==> config.mk <==
export PLATFORM = sky130hd
export DESIGN_NAME = calc_sequencer
export DESIGN_NICKNAME = d
export VERILOG_FILES = /design/src/rtl/calc_pkg.sv /design/src/rtl/calc_sequencer_rise_detect.sv /design/src/rtl/calc_sequencer.sv
export SDC_FILE = /design/constraint.sdc
export NUM_CORES = 1
export LEC_CHECK = 0
export BUFFER_PORTS_ARGS = -buffer_cell sky130_fd_sc_hd__buf_4
export CAP_MARGIN = 20
export CORE_ASPECT_RATIO = 0.6
export CORE_UTILIZATION = 45
export DETAILED_ROUTE_END_ITERATION = 16
export GPL_TIMING_DRIVEN = 0
export PLACE_DENSITY = 0.76
export SYNTH_ARGS = -nofsm -noshare
export SYNTH_HDL_FRONTEND = slang
export SYNTH_SLANG_ARGS = --single-unit
==> constraint.sdc <==
create_clock -name clk -period 1.9 [get_ports clk]
set_clock_uncertainty 0.1 [all_clocks]
set_input_delay 0.19 -clock clk [delete_from_list [all_inputs] [get_ports clk]]
set_output_delay 0.19 -clock clk [all_outputs]
set_load 0.01 [all_outputs]
==> src/rtl/calc_pkg.sv <==
// Shared types and constants for the keypad calculator sequencer: FSM state
// encoding, ALU operator codes, error codes and display-select values.
package calc_pkg;

  localparam int NUM_W_DEF   = 14;
  localparam int RES_W_DEF   = 28;
  localparam int TIMEOUT_DEF = 64;

  typedef enum logic [2:0] {
    S_A     = 3'd0,
    S_A_CAP = 3'd1,
    S_OP    = 3'd2,
    S_B     = 3'd3,
    S_B_CAP = 3'd4,
    S_EXEC  = 3'd5,
    S_DONE  = 3'd6,
    S_ERR   = 3'd7
  } state_t;

  localparam logic [1:0] OP_ADD = 2'd0;
  localparam logic [1:0] OP_SUB = 2'd1;
  localparam logic [1:0] OP_MUL = 2'd2;
  localparam logic [1:0] OP_DIV = 2'd3;

  localparam logic [1:0] ERR_NONE    = 2'd0;
  localparam logic [1:0] ERR_ALU     = 2'd1;
  localparam logic [1:0] ERR_TIMEOUT = 2'd2;
  localparam logic [1:0] ERR_CHAIN   = 2'd3;

  localparam logic [1:0] SEL_LIVE   = 2'd0;
  localparam logic [1:0] SEL_A      = 2'd1;
  localparam logic [1:0] SEL_RESULT = 2'd2;
  localparam logic [1:0] SEL_ERROR  = 2'd3;

  function automatic logic is_onehot4(input logic [3:0] v);
    return (v != 4'd0) && ((v & (v - 4'd1)) == 4'd0);
  endfunction

  // Only meaningful for a one-hot key vector; callers qualify with is_onehot4.
  function automatic logic [1:0] op_from_keys(input logic [3:0] k);
    logic [1:0] code;
    code = OP_ADD;
    case (k)
      4'b0010: code = OP_SUB;
      4'b0100: code = OP_MUL;
      4'b1000: code = OP_DIV;
      default: code = OP_ADD;
    endcase
    return code;
  endfunction

endpackage

==> src/rtl/calc_sequencer_rise_detect.sv <==
// Registered rising-edge detector: the rise output is high for one cycle, one
// clock after a bit of the input level goes from 0 to 1.
module rise_detect #(
  parameter int W = 1
) (
  input  logic         clk,
  input  logic         reset,
  input  logic [W-1:0] i_level,
  output logic [W-1:0] o_rise
);

  logic [W-1:0] r_prev;
  logic [W-1:0] r_rise;

  always_ff @(posedge clk) begin
    if (reset) begin
      r_prev <= '0;
      r_rise <= '0;
    end else begin
      r_prev <= i_level;
      r_rise <= i_level & ~r_prev;
    end
  end

  assign o_rise = r_rise;

endmodule

==> src/rtl/calc_sequencer.sv <==
// Keypad calculator controller: captures operand A, operator and operand B,
// runs the external ALU over a start/done handshake and drives the display.
module calc_sequencer
  import calc_pkg::*;
#(
  parameter int NUM_W          = NUM_W_DEF,
  parameter int RES_W          = RES_W_DEF,
  parameter int TIMEOUT_CYCLES = TIMEOUT_DEF
) (
  input  logic             clk,
  input  logic             reset,
  input  logic             enter,
  input  logic             clear,
  input  logic [3:0]       op_keys,
  input  logic [NUM_W-1:0] num_in,
  output logic [NUM_W-1:0] alu_a,
  output logic [NUM_W-1:0] alu_b,
  output logic [1:0]       alu_op,
  output logic             alu_start,
  output logic             alu_abort,
  input  logic [RES_W-1:0] alu_result,
  input  logic             alu_done,
  input  logic             alu_err,
  output logic [RES_W-1:0] disp_value,
  output logic [1:0]       disp_sel,
  output logic [1:0]       err_code,
  output logic             busy
);

  localparam int CNT_W = $clog2(TIMEOUT_CYCLES);
  localparam logic [CNT_W-1:0] CNT_LAST = CNT_W'(TIMEOUT_CYCLES - 1);

  state_t           r_state;
  state_t           w_state_next;
  logic             w_enter_rise;
  logic             w_clear_rise;
  logic [3:0]       w_op_rise;
  logic [3:0]       r_op_level;
  logic             w_op_valid;
  logic [1:0]       w_op_code;
  logic             w_timeout;
  logic             w_res_fits;
  logic [CNT_W-1:0] r_cnt;
  logic [NUM_W-1:0] r_a;
  logic [NUM_W-1:0] r_b;
  logic [1:0]       r_op;
  logic [RES_W-1:0] r_result;
  logic [RES_W-1:0] r_disp_value;
  logic [1:0]       r_disp_sel;
  logic [1:0]       r_err_code;

  rise_detect #(.W(1)) u_enter_rise (
    .clk     (clk),
    .reset   (reset),
    .i_level (enter),
    .o_rise  (w_enter_rise)
  );

  rise_detect #(.W(1)) u_clear_rise (
    .clk     (clk),
    .reset   (reset),
    .i_level (clear),
    .o_rise  (w_clear_rise)
  );

  rise_detect #(.W(4)) u_op_rise (
    .clk     (clk),
    .reset   (reset),
    .i_level (op_keys),
    .o_rise  (w_op_rise)
  );

  // Level copy aligned with the op rise output, so the one-hot test judges the
  // same key vector that produced the edge.
  always_ff @(posedge clk) begin
    if (reset) begin
      r_op_level <= '0;
    end else begin
      r_op_level <= op_keys;
    end
  end

  assign w_op_valid = (|w_op_rise) && is_onehot4(r_op_level);
  assign w_op_code  = op_from_keys(r_op_level);
  assign w_timeout  = (r_cnt == CNT_LAST);
  assign w_res_fits = ~|r_result[RES_W-1:NUM_W];

  always_ff @(posedge clk) begin
    if (reset) begin
      r_state <= S_A;
    end else begin
      r_state <= w_state_next;
    end
  end

  always_comb begin
    w_state_next = r_state;
    if (w_clear_rise) begin
      w_state_next = S_A;
    end else begin
      case (r_state)
        S_A:     if (w_enter_rise) w_state_next = S_A_CAP;
        S_A_CAP: w_state_next = S_OP;
        S_OP:    if (w_op_valid) w_state_next = S_B;
        S_B:     if (w_enter_rise) w_state_next = S_B_CAP;
        S_B_CAP: w_state_next = S_EXEC;
        S_EXEC: begin
          if (alu_done) begin
            w_state_next = alu_err ? S_ERR : S_DONE;
          end else if (w_timeout) begin
            w_state_next = S_ERR;
          end
        end
        S_DONE: begin
          if (w_op_valid) begin
            w_state_next = w_res_fits ? S_B : S_ERR;
          end else if (w_enter_rise) begin
            w_state_next = S_A_CAP;
          end
        end
        S_ERR:   w_state_next = S_ERR;
        default: w_state_next = S_A;
      endcase
    end
  end

  // Start and abort are combinational so the ALU sees them in the same cycle
  // the decision is made; reset suppresses both since the ALU resets too.
  always_comb begin
    busy      = 1'b0;
    alu_start = 1'b0;
    alu_abort = 1'b0;
    if (!reset && r_state == S_EXEC) begin
      busy      = 1'b1;
      alu_start = (r_cnt == '0);
      alu_abort = w_clear_rise || (!alu_done && w_timeout);
    end
  end

  always_ff @(posedge clk) begin
    if (reset) begin
      r_a          <= '0;
      r_b          <= '0;
      r_op         <= OP_ADD;
      r_result     <= '0;
      r_disp_value <= '0;
      r_disp_sel   <= SEL_LIVE;
      r_err_code   <= ERR_NONE;
      r_cnt        <= '0;
    end else if (w_clear_rise) begin
      r_a          <= '0;
      r_b          <= '0;
      r_result     <= '0;
      r_disp_value <= '0;
      r_disp_sel   <= SEL_LIVE;
      r_err_code   <= ERR_NONE;
      r_cnt        <= '0;
    end else begin
      case (r_state)
        S_A_CAP: begin
          r_a        <= num_in;
          r_disp_sel <= SEL_A;
        end
        S_OP: begin
          if (w_op_valid) begin
            r_op       <= w_op_code;
            r_disp_sel <= SEL_LIVE;
          end
        end
        S_B: begin
          if (w_op_valid) r_op <= w_op_code;
        end
        S_B_CAP: begin
          r_b   <= num_in;
          r_cnt <= '0;
        end
        S_EXEC: begin
          if (alu_done) begin
            if (alu_err) begin
              r_err_code <= ERR_ALU;
              r_disp_sel <= SEL_ERROR;
            end else begin
              r_result     <= alu_result;
              r_disp_value <= alu_result;
              r_disp_sel   <= SEL_RESULT;
            end
          end else if (w_timeout) begin
            r_err_code <= ERR_TIMEOUT;
            r_disp_sel <= SEL_ERROR;
          end else if (r_cnt != CNT_LAST) begin
            r_cnt <= r_cnt + CNT_W'(1);
          end
        end
        S_DONE: begin
          if (w_op_valid) begin
            if (w_res_fits) begin
              r_a        <= r_result[NUM_W-1:0];
              r_op       <= w_op_code;
              r_disp_sel <= SEL_LIVE;
            end else begin
              r_err_code <= ERR_CHAIN;
              r_disp_sel <= SEL_ERROR;
            end
          end
        end
        default: begin
        end
      endcase
    end
  end

  assign alu_a      = r_a;
  assign alu_b      = r_b;
  assign alu_op     = r_op;
  assign disp_value = r_disp_value;
  assign disp_sel   = r_disp_sel;
  assign err_code   = r_err_code;

endmodule

==> reports/qor.txt <==
Run status - complete, no violations
CP Launch Type - register
Reg2Reg Depth - 6
Peak supply drop - 0.000475 V
Layout cells sized above 1 - 34.3%
Largest net degree at the start of global routing - 14
Final max-slew violation count - 0
Die W - 114 µm
Ant diodes - 0
Max Root-Sink Buffers - 2
Max Fanout on Critical Path - 9
Max_cap viols - 0
Cell Area, Synth - 3360 µm²
Crit share post-route - 97.2%
Slowest-stage cell, CP - dfxtp_1
Worst-Skew Late Latency - 0.34 ns
Synth cell types - 49
Post-synth EDFFs - 0
Worst-Margin Slew - 0.598 ns
Syn_nets - 448
RR Endpoint - err_code[1]$_SDFFE_PP0P_
Leakage - 0.00216 µW
Synthesized area per cell - 8.53 µm²
Hold EP - disp_value[27]$_SDFFE_PP0P_
RSZ-0062 raised after global routing - yes
Slowest stage delay, CP - 0.29 ns
Count leader, synth - nand2_1
Main flop type after synthesis - dfxtp_1
WP data arrival - 1.56 ns
Routed WL - 9690 µm
Clock sinks - 83
Die extent in y - 68.9 µm
Hold WS - 0.00230 ns
WL/cell - 15.1 µm
Yosys top cell by area - dfxtp_1
Port Buffers - 116
FF+latch count, synth - 83
CP cell instances - buf_4, and2b_2, nand2_4, nor2_4, and3_1, buf_4
Worst Hold Class - input pin to register
DRC violations left - 0
CTS clock-pin slew for the worst setup and hold paths - 0.06 ns
Yosys top cell area share - 49.4%
RD Place Congestion - 0.855
Initial core utilization - 48.5%
P per Cell Area - 759 nW/µm²
Area grow syn2layout - 46.4%
Vias in the first global route - 3,016
IO Count - 117
Post-layout min period - 1.85 ns
Crit end category - primary output
Reg2reg start - r_state[1]$_SDFFE_PP0P_
Vias per cell - 5.14
Via count - 3,306
H-tree depth - 3
Design Power - 3740 µW
Number of setup violations in the final report - 0
Number of CTS-inserted buffers - 9
DR iter-0 viols - 171
Post-synth top cells - nand2_1 (97), dfxtp_1 (83), a21oi_1 (59)
CTS tree - yes
Final hold viol count - 0
Fmax - 542 MHz
Worst Path Class, Setup - register to primary output
Worst Hold Launch - alu_result[27]
Synth Warn # - 0
Core area - 6940 µm²
Pre-antenna DRT Iters - 5
Critical Path RT - 1.61 ns
Global route total overflow - 0
First-pass GRT wire length - 14,500 µm
Max transition margin - 60.1%
Async SR Flop Fraction - 0%
Die Footprint - 7830 µm²
Ranking of synthesized cells by area - dfxtp_1 (49%), nand2_1 (11%), a21oi_1 (8.8%)
Post-synthesis sequential area ratio - 49.4%
Nets@finish - 592
Clock Tree Root - clkbuf_16
R2R setup slack - 0.06 ns
Routed Antenna Nets - 0
FP Rows - 23
Hold Crit Depth - 3
Hpwl dp - 6940 µm
Post-Syn Instances - 394
Initial antenna violation count - 0
GRT Util Overall - 24.7%
Most used cell, CP - buf_4
-- area by class of cell --
type	instances	area [µm²]
plain buffers	22	135
clock buffers	11	243
clock inverters	5	28.8
fillers	556	2010
inverters	3	11.3
multi-input cells	286	1680
flip-flops and latches	83	1670
well taps	100	125
repair buffers	133	1030
-- critical path, delay by kind of cell, from the launching register on --
| family | cells | cell delay, ns |
|---|---|---|
| AND/OR/NAND/NOR | 4 | 0.67 |
| flip-flops | 1 | 0.29 |
| buffers and inverters | 2 | 0.26 |
-- per-stage QoR --
stage | area, µm² | cells | TNS [ns] | util, % | setup slack, ns
finish | 4920 | 643 | 0 | 71.0 | 0.0538
CTS | 4810 | 641 | -0.0843 | 69.3 | -0.0271
detailed placement | 4360 | 610 | -4.59 | 62.8 | -0.236
floorplan | 3360 | 394 | 0 | - | 0.0907
global placement | 4360 | 610 | -4.67 | 62.8 | -0.264
global route | 4920 | 643 | -0.0789 | 71.0 | -0.0199
-- worst max-delay path by stage --
| stage | from | end | slack, ns | cells after the start |
|---|---|---|---|---|
| after floorplan | r_state[1]$_SDFFE_PP0P_ | alu_a[3]$_SDFFE_PP0P_ | 0.09 | 6 |
| after global placement | disp_value[27]$_SDFFE_PP0P_ | alu_a[4]$_SDFFE_PP0P_ | -0.26 | 5 |
| after detailed placement | disp_value[27]$_SDFFE_PP0P_ | alu_a[5]$_SDFFE_PP0P_ | -0.24 | 5 |
| after CTS | disp_value[25]$_SDFFE_PP0P_ | alu_a[5]$_SDFFE_PP0P_ | -0.03 | 8 |
| after global routing | r_cnt[1]$_SDFFE_PP0P_ | alu_abort | -0.02 | 5 |
| final | r_state[1]$_SDFFE_PP0P_ | alu_start | 0.05 | 6 |
-- repair_timing --
item / CTS / global route
hold buffers: 9 / 0
gates resized for setup: 14 / 37
cloned: 1 / 0
setup endpoints to repair: 51 / 47
pin swaps: 5 / 4
hold endpoints to repair: 9 / 0
buffers inserted: 5 / 2
-- logic make-up (layout without fill, tap and decap cells) --
kind of cell / Yosys count / in the layout / synth area share [%]
AOI/OAI and AO/OA: 104 / 104 / 18.6
xor gates and xnor gates: 5 / 5 / 1.30
adders and majority gates: 2 / 2 / 0.744
buffers and inverters: 25 / 174 / 3.46
DFF: 83 / 83 / 49.4
muxes: 16 / 16 / 4.77
and+or+nand+nor: 159 / 159 / 21.7
-- cell usage in the layout, fill, tap and decap left out, types with 4 or more instances in the layout --
cell type and n:
buf_4 125, nand2_1 94, dfxtp_1 79, a21oi_1 59, mux2i_1 16, nor2b_1 13, nor2_1 12, o21ai_0 10
clkbuf_1 9, clkbuf_16 9, dlygate4sd3_1 9, o21ai_1 8, buf_6 6, a21oi_2 6, nand3_1 5, nand2b_1 5
clkinv_2 4
-- routing by layer --
metal | up-vias | global-route usage [%] | routed length (µm)
li1 | 1643 | - | -
met1 | 1515 | 31.4 | 4470
met3 | 10 | 7.78 | 763
met4 | 0 | 8.72 | 102
met2 | 138 | 40.1 | 4350
met5 | - | 0 | 0
-- sequential cells by signal (all words and copies together), names as in the netlist --
signal / count
u_enter_rise.o_rise: 1
u_op_rise.o_rise: 4
alu_a: 14
err_code: 2
disp_value: 28
u_clear_rise.r_prev: 1
disp_sel: 2
alu_op: 2
r_cnt: 6
u_op_rise.r_prev: 4
alu_b: 14
u_clear_rise.o_rise: 1
u_enter_rise.r_prev: 1
r_state: 3
-- report_power, final --
part / switching (µW) / leakage (µW) / internal (µW)
clock network: 683 / 0.000139 / 913
logic: 162 / 0.00134 / 176
registers: 27.4 / 0.000674 / 1770
(Power assumes the default switching activity.)
